File: config.mk
export PLATFORM = sky130hd
export DESIGN_NAME = uart_bootloader
export DESIGN_NICKNAME = d
export VERILOG_FILES = /design/src/rtl/uart_bootloader.sv
export SDC_FILE = /design/constraint.sdc
export NUM_CORES = 1
export LEC_CHECK = 0
export CELL_PAD_IN_SITES_DETAIL_PLACEMENT = 1
export CELL_PAD_IN_SITES_GLOBAL_PLACEMENT = 2
export CORE_MARGIN = 4
export CORE_UTILIZATION = 42
export DETAILED_ROUTE_END_ITERATION = 7
export GPL_ROUTABILITY_DRIVEN = 0
export GPL_TIMING_DRIVEN = 0
export PLACE_DENSITY = 0.85
export SETUP_SLACK_MARGIN = 0.2
export SYNTH_ARGS = -nofsm -noshare
export SYNTH_HDL_FRONTEND = slang
export SYNTH_SLANG_ARGS = --single-unit
File: constraint.sdc
create_clock -name i_clk -period 8.62 [get_ports i_clk]
set_clock_uncertainty 0.05 [all_clocks]
set_input_delay 1.293 -clock i_clk [delete_from_list [all_inputs] [get_ports i_clk]]
set_output_delay 1.293 -clock i_clk [all_outputs]
set_load 0.02 [all_outputs]
File: src/rtl/uart_bootloader.sv
// UART boot front end: receives a framed program image, writes it word by word
// into instruction memory, answers ACK/NAK and releases the core once verified.
`timescale 1ns/1ps
module uart_bootloader #(
    parameter int CLKS_PER_BIT = 868,
    parameter int DEPTH        = 4096,
    parameter int ADDR_W       = 12,
    parameter int BASE_WORD    = 0,
    parameter int TIMEOUT_BITS = 64
) (
    input  logic              i_clk,
    input  logic              i_rst,
    input  logic              i_clk_en,
    input  logic              i_rx,
    output logic              o_tx,
    output logic              o_booted,
    output logic              o_core_rst,
    output logic              o_mem_we,
    output logic [ADDR_W-1:0] o_mem_addr,
    output logic [31:0]       o_mem_wdata
);
    localparam int BAUD_W   = $clog2(CLKS_PER_BIT + 1);
    localparam int TO_LIMIT = TIMEOUT_BITS * CLKS_PER_BIT;
    localparam int TO_W     = $clog2(TO_LIMIT + 1);
    localparam logic [BAUD_W-1:0] BIT_LAST  = BAUD_W'(CLKS_PER_BIT - 1);
    localparam logic [BAUD_W-1:0] HALF_LAST = BAUD_W'(CLKS_PER_BIT / 2 - 1);
    localparam logic [TO_W-1:0]   TO_LAST   = TO_W'(TO_LIMIT - 1);
    localparam logic [16:0]       MAX_WORDS = 17'(DEPTH - BASE_WORD);
    localparam logic [7:0] MAGIC = 8'hB0;
    localparam logic [7:0] ACK   = 8'h06;
    localparam logic [7:0] NAK   = 8'h15;

    typedef enum logic [1:0] {RX_IDLE, RX_START, RX_DATA, RX_STOP} rx_state_t;
    typedef enum logic [2:0] {IDLE, CNT_LO, CNT_HI, PAYLOAD, CSUM, RESP, BOOTED} state_t;

    logic              rx_meta_q, rx_sync_q, rx_prev_q;
    rx_state_t         rx_state_q, rx_state_d;
    logic [BAUD_W-1:0] rx_baud_q, rx_baud_d;
    logic [2:0]        rx_bit_q, rx_bit_d;
    logic [7:0]        rx_shift_q, rx_shift_d;
    logic              rx_valid_s, rx_ferr_s;

    state_t            state_q, state_d;
    logic [15:0]       cnt_q, cnt_d, word_idx_q, word_idx_d;
    logic [1:0]        byte_idx_q, byte_idx_d;
    logic [31:0]       word_q, word_d;
    logic [7:0]        csum_q, csum_d;
    logic [TO_W-1:0]   to_cnt_q, to_cnt_d;
    logic              tx_q, tx_d, ack_q, ack_d;
    logic [7:0]        tx_shift_q, tx_shift_d;
    logic [3:0]        tx_bits_q, tx_bits_d;
    logic [BAUD_W-1:0] tx_baud_q, tx_baud_d;
    logic              booted_q, booted_d, core_rst_q, core_rst_d;
    logic              mem_we_q, mem_we_d;
    logic [ADDR_W-1:0] mem_addr_q, mem_addr_d;
    logic [31:0]       mem_wdata_q, mem_wdata_d;
    logic              resp_start_s;
    logic [7:0]        resp_byte_s;
    logic [15:0]       n_s;

    // Byte receiver: start-bit qualification at half a bit, then centre sampling.
    always_comb begin
        rx_state_d = rx_state_q;
        rx_baud_d  = rx_baud_q + BAUD_W'(1);
        rx_bit_d   = rx_bit_q;
        rx_shift_d = rx_shift_q;
        rx_valid_s = 1'b0;
        rx_ferr_s  = 1'b0;
        case (rx_state_q)
            RX_IDLE: begin
                rx_baud_d = '0;
                rx_bit_d  = 3'd0;
                if (rx_prev_q && !rx_sync_q) rx_state_d = RX_START;
                else                         rx_state_d = RX_IDLE;
            end
            RX_START: begin
                if (rx_baud_q == HALF_LAST) begin
                    rx_baud_d  = '0;
                    rx_state_d = rx_sync_q ? RX_IDLE : RX_DATA;
                end else begin
                    rx_state_d = RX_START;
                end
            end
            RX_DATA: begin
                if (rx_baud_q == BIT_LAST) begin
                    rx_baud_d  = '0;
                    rx_shift_d = {rx_sync_q, rx_shift_q[7:1]};
                    rx_bit_d   = rx_bit_q + 3'd1;
                    if (rx_bit_q == 3'd7) rx_state_d = RX_STOP;
                    else                  rx_state_d = RX_DATA;
                end else begin
                    rx_state_d = RX_DATA;
                end
            end
            RX_STOP: begin
                if (rx_baud_q == BIT_LAST) begin
                    rx_state_d = RX_IDLE;
                    rx_valid_s = rx_sync_q;
                    rx_ferr_s  = !rx_sync_q;
                end else begin
                    rx_state_d = RX_STOP;
                end
            end
            default: rx_state_d = RX_IDLE;
        endcase
    end

    // Frame parser, memory write strobe, response transmitter and boot status.
    always_comb begin
        state_d = state_q;         cnt_d = cnt_q;           word_idx_d = word_idx_q;
        byte_idx_d = byte_idx_q;   word_d = word_q;         csum_d = csum_q;
        to_cnt_d = '0;             tx_d = tx_q;             ack_d = ack_q;
        tx_shift_d = tx_shift_q;   tx_bits_d = tx_bits_q;   tx_baud_d = tx_baud_q;
        booted_d = booted_q;       core_rst_d = core_rst_q; mem_we_d = 1'b0;
        mem_addr_d = mem_addr_q;   mem_wdata_d = mem_wdata_q;
        resp_start_s = 1'b0;       resp_byte_s = NAK;
        n_s = {rx_shift_q, cnt_q[7:0]};
        case (state_q)
            IDLE: begin
                if (rx_valid_s && rx_shift_q == MAGIC) state_d = CNT_LO;
                else                                   state_d = IDLE;
            end
            CNT_LO, CNT_HI, PAYLOAD, CSUM: begin
                if (rx_state_q != RX_IDLE) to_cnt_d = '0;
                else                       to_cnt_d = to_cnt_q + TO_W'(1);
                if (rx_ferr_s || to_cnt_q == TO_LAST) begin
                    state_d = IDLE;
                end else if (rx_valid_s) begin
                    case (state_q)
                        CNT_LO: begin
                            cnt_d[7:0] = rx_shift_q;
                            state_d    = CNT_HI;
                        end
                        CNT_HI: begin
                            if (n_s == 16'd0 || {1'b0, n_s} > MAX_WORDS) begin
                                resp_start_s = 1'b1;
                            end else begin
                                cnt_d      = n_s;
                                word_idx_d = 16'd0;
                                byte_idx_d = 2'd0;
                                csum_d     = 8'd0;
                                state_d    = PAYLOAD;
                            end
                        end
                        PAYLOAD: begin
                            csum_d     = csum_q + rx_shift_q;
                            word_d     = {rx_shift_q, word_q[31:8]};
                            byte_idx_d = byte_idx_q + 2'd1;
                            if (byte_idx_q == 2'd3) begin
                                mem_we_d    = 1'b1;
                                mem_addr_d  = ADDR_W'(BASE_WORD) + word_idx_q[ADDR_W-1:0];
                                mem_wdata_d = {rx_shift_q, word_q[31:8]};
                                if (word_idx_q == cnt_q - 16'd1) state_d = CSUM;
                                else word_idx_d = word_idx_q + 16'd1;
                            end else begin
                                mem_we_d = 1'b0;
                            end
                        end
                        CSUM: begin
                            resp_start_s = 1'b1;
                            resp_byte_s  = (rx_shift_q == csum_q) ? ACK : NAK;
                        end
                        default: state_d = IDLE;
                    endcase
                end else begin
                    state_d = state_q;
                end
            end
            RESP: begin
                if (tx_baud_q == BIT_LAST) begin
                    tx_baud_d = '0;
                    if (tx_bits_q == 4'd0) begin
                        if (ack_q) begin
                            state_d    = BOOTED;
                            booted_d   = 1'b1;
                            core_rst_d = 1'b0;
                        end else begin
                            state_d = IDLE;
                        end
                    end else begin
                        tx_d       = tx_shift_q[0];
                        tx_shift_d = {1'b1, tx_shift_q[7:1]};
                        tx_bits_d  = tx_bits_q - 4'd1;
                    end
                end else begin
                    tx_baud_d = tx_baud_q + BAUD_W'(1);
                end
            end
            BOOTED:  state_d = BOOTED;
            default: state_d = IDLE;
        endcase
        // Shifting 1s in behind the data makes the ninth slot the stop bit.
        if (resp_start_s) begin
            state_d    = RESP;
            tx_d       = 1'b0;
            tx_shift_d = resp_byte_s;
            tx_bits_d  = 4'd9;
            tx_baud_d  = '0;
            ack_d      = (resp_byte_s == ACK);
        end else begin
            ack_d = ack_q;
        end
    end

    // State registers; everything, including the synchroniser, advances only on enabled cycles.
    always_ff @(posedge i_clk or posedge i_rst) begin
        if (i_rst) begin
            rx_meta_q <= 1'b1;  rx_sync_q <= 1'b1;  rx_prev_q <= 1'b1;
            rx_state_q <= RX_IDLE; rx_baud_q <= '0; rx_bit_q <= 3'd0; rx_shift_q <= 8'd0;
            state_q <= IDLE;    cnt_q <= 16'd0;     word_idx_q <= 16'd0;
            byte_idx_q <= 2'd0; word_q <= 32'd0;    csum_q <= 8'd0;
            to_cnt_q <= '0;     tx_q <= 1'b1;       ack_q <= 1'b0;
            tx_shift_q <= 8'd0; tx_bits_q <= 4'd0;  tx_baud_q <= '0;
            booted_q <= 1'b0;   core_rst_q <= 1'b1; mem_we_q <= 1'b0;
            mem_addr_q <= '0;   mem_wdata_q <= 32'd0;
        end else if (i_clk_en) begin
            rx_meta_q <= i_rx;  rx_sync_q <= rx_meta_q; rx_prev_q <= rx_sync_q;
            rx_state_q <= rx_state_d; rx_baud_q <= rx_baud_d; rx_bit_q <= rx_bit_d; rx_shift_q <= rx_shift_d;
            state_q <= state_d;       cnt_q <= cnt_d;         word_idx_q <= word_idx_d;
            byte_idx_q <= byte_idx_d; word_q <= word_d;       csum_q <= csum_d;
            to_cnt_q <= to_cnt_d;     tx_q <= tx_d;           ack_q <= ack_d;
            tx_shift_q <= tx_shift_d; tx_bits_q <= tx_bits_d; tx_baud_q <= tx_baud_d;
            booted_q <= booted_d;     core_rst_q <= core_rst_d; mem_we_q <= mem_we_d;
            mem_addr_q <= mem_addr_d; mem_wdata_q <= mem_wdata_d;
        end
    end

    assign o_tx        = tx_q;
    assign o_booted    = booted_q;
    assign o_core_rst  = core_rst_q;
    assign o_mem_we    = mem_we_q;
    assign o_mem_addr  = mem_addr_q;
    assign o_mem_wdata = mem_wdata_q;
endmodule

==> results.md <==
- Status: completed
- Main combinational cell family by area after synthesis: simple AND/OR/NAND/NOR gates
- Clock Path Buffers: 2
- Syn Area/Cell: approximately 10 µm²
- Initial antenna violation count: 0
- Share of cells above drive strength 1: a little over an eighth
- HP Class: reg -> reg
- Hold_buf cts: 0
- Max Cap Viol: 0
- Placed cells: roughly 1.2k
- WP data arrival: around 3.6 ns
- Total Neg Setup Slack: 0 ns
- Crit-path max FO: 10
- Via count: 6655
- Post-Synth Simple-Gate Area: about 20%
- WHS Path Cells: 1
- Crit-path cells: or4_1 > or3_1 > or2_1 > and3_1 > nor2b_1 > nand2_1 > buf_2 > mux2_2
- Leakage: roughly 4.9 nW
- Post-route DRC: 0
- Synth Flop Type: dfrtp_1
- Post-synthesis mux area share: 9.724%
- Worst-Margin Slew: around 0.91 ns
- Site row count: 53
- Inserted Diodes: 0
- CTS tree: yes
- Ports: 52
- Total gr overflow: 0
- WS Path Type: reg -> reg
- Achievable Freq: 297.3 MHz
- Final ANT Viol Nets: 0
- Worst min-delay path endpoint: o_booted$_DFFE_PP0P_
- Switch share: between 20% and 30%
- Synth Warn #: 0
- Combinational Power Share: 4.6%
- Worst EP required: slightly below 9 ns
- Core Util, Final: 49.98%
- Initial Util: 42.67%
- Post-CTS Setup Bufs: 0
- Slew margin rel.: around two fifths
- Min Tclk post-route: 3.363 ns
- Drt initial violations: 260
- Count of input and output buffers: between 50 and 60
- Worst-path clk slew: roughly 0.080 ns
- Pre-CTS setup slack: between 4 and 5 ns
- Internal power: roughly 1.3 mW
- Clk pwr share: about 46%
- Seq/Total Area, Yosys: around half
- Post-synthesis adder-cell area fraction: under 10%
- CORE AREA: approximately 0.021 mm²
- RSZ-0062 raised after global routing: no
- Final Hold Viols: 0
- Netlist Area Pre-Place: around 0.0089 mm²
- Post-synth EDFFs: 0
- Slack of the worst reg-to-reg path: between 5 and 6 ns
- Root Buffer: clkbuf_16
- Drt total wl: 21700 µm
- Clk_lat worst skew: 0.44 ns
- Largest stage delay, worst path: 0.53 ns
- Reg2reg path depth: 8
- Synth cell types: 67
- DIE WIDTH: 153.9 µm
- Vias in the first global route: 7103
- # H-tree levels: 4
- Tot Pwr: approximately 1.8 mW
- NumNets Final: around 970
- Final setup vio count: 0
- Total CTS buffers: 17
- HP Start: o_booted$_DFFE_PP0P_
- DR vias/cell: around 5.4
- Critical path's slowest cell: or4_1
- Worst flop-to-flop path startpoint: to_cnt_q[8]$_DFFE_PP0P_
- Asr flop ratio synth: 100.0%
- Drt wl/cell: roughly 18 µm
- Switch Pwr: around 490 µW
- Layout area overhead: 17.13%
- Placed wire-length estimate: around 15000 µm
- Yosys reg bits: 182
- All-Layer GR Usage: about a fifth
- Instance count of the mapped netlist: just under 900
- Die Ht: 153.9 µm
- Max VDD drop: 128.4 µV
- Fin crit share: around two fifths
- PnR worst setup slack: ~5.3 ns
- Worst setup EP type: flop
- Clk sinks: about 180
- Post-CTS resize count: 0
- Compound-Gate Fraction of Synth Area: 9.235%
- Post-Syn Nets: approximately 900
- First-pass GRT wire length: 36990 µm
- Drt pass-1 iters: 4
- Post-synthesis xor/xnor area fraction: 4.407%
- Fin cells: between 1k and 1.5k
- Seq pwr share: about half
- Reg-to-reg endpoint: o_mem_wdata[0]$_DFFE_PP0P_
- Crit path launch type: flop
- PwrDens: 170.8 mW/mm²
- Die area: approximately 0.024 mm²
- Slew Limit Fails: 0
- Largest net degree at the start of global routing: 107
-- power by group through the flow --
stage | Combinational (mW) | Clock, mW | Sequential (mW)
floorplan | 0.0598 | 0 | 0.897
CTS | 0.0848 | 0.841 | 0.885
global route | 0.0960 | 0.885 | 0.887
detailed placement | 0.0845 | 0 | 0.902
finish | 0.0821 | 0.823 | 0.884
global placement | 0.0793 | 0 | 0.900
-- stage by stage --
| step | instance area, µm² | hold WS, ns |
|---|---|---|
| final | 10470 | 0.4213 |
| after CTS | 10470 | 0.4241 |
| after detailed placement | 9832 | 0.4013 |
| after floorplan | 8942 | 0.3918 |
| after global placement | 9797 | 0.3996 |
| after global routing | 10470 | 0.4501 |
-- flip-flops by register name, indices dropped and copies added (netlist names), 4 cells and up --
name and count:
o_mem_wdata 32, word_q 24, cnt_q 16, to_cnt_q 16, word_idx_q 16, o_mem_addr 12, rx_baud_q 10, tx_baud_q 10
csum_q 8, rx_shift_q 8, tx_shift_q 8, tx_bits_q 4
-- area by class of cell --
type	count	area (µm²)
buffer	35	158.9
sequential	182	4561
tap	275	344.1
inverter	23	93.84
clock buffer	17	425.4
fill	2338	10480
timing repair buffer	52	538.0
clock inverter	15	216.5
multi-input combinational	638	4136
-- layout by cell type (no fill, tap or decap), types with 17 or more instances in the layout --
cell / count
dfrtp_1: 177
nand2_1: 147
mux2_2: 68
nor2_1: 54
o21ai_0: 53
clkdlybuf4s50_1: 51
xnor2_1: 32
nand3_1: 30
a21oi_1: 29
clkbuf_1: 23
inv_1: 22
nand2b_1: 18
ha_1: 18
and3_1: 17
clkbuf_16: 17
-- routing by layer --
layer  vias to the layer above  GRT usage [%]  wire length (µm)
met2                        71          32.61             10740
met1                      3366          25.50             10270
li1                       3201              -                 -
met5                         -              0                 0
met4                         0          4.331               183
met3                        17          3.265               510
-- cells in the mapped netlist (all sizes together) (6+ instances only) --
cell    count  area, µm²
nor3b       6      50.05
and3       17      106.4
inv        23      86.33
mux2       71      799.5
nand2     147      551.8
or3        13      81.33
xor2       13      113.9
buf        12      72.57
xnor2      32      280.3
nand4       9      56.30
clkbuf     23      86.33
nand2b     18      112.6
dfrtp     177       4429
mux2i       7      70.07
ha         18      225.2
nand3      30      150.1
a22o        9      78.83
nor3       16      80.08
o21ai      57      285.3
nor4       14      123.9
nor2b       7      43.79
nor2       54      202.7
a21oi      29      145.1
and2        8      50.05
-- kinds of logic after synthesis --
family,Yosys count
AOI/OAI and AO/OA,135
xor gates and xnor gates,45
adders and majority gates,19
buffers and inverters,58
DFF,182
muxes,78
and+or+nand+nor,361
-- critical path: cells and delay by family (launching register included) --
| family | cells | cell delay [ns] |
|---|---|---|
| buffers and inverters | 1 | 0.45 |
| flip-flops | 1 | 0.43 |
| multiplexers | 1 | 0.39 |
| AND/OR/NAND/NOR | 6 | 1.93 |
-- worst max-delay path by stage --
stage                                  start                    endpoint  slack, ns  cells after the start
floorplan                              i_rst           ack_q$_DFFE_PP0P_       2.34                      1
global placement                       i_rst  o_mem_wdata[7]$_DFFE_PP0P_      -0.34                      2
detailed placement                  i_clk_en    rx_baud_q[3]$_DFFE_PP0P_       4.83                      5
CTS                  to_cnt_q[8]$_DFFE_PP0P_  o_mem_wdata[0]$_DFFE_PP0P_       5.20                      8
global route        rx_baud_q[2]$_DFFE_PP0P_      word_q[31]$_DFFE_PP0P_       5.09                      8
finish               to_cnt_q[8]$_DFFE_PP0P_  o_mem_wdata[0]$_DFFE_PP0P_       5.26                      8
Power figures use the tool's default switching activity.
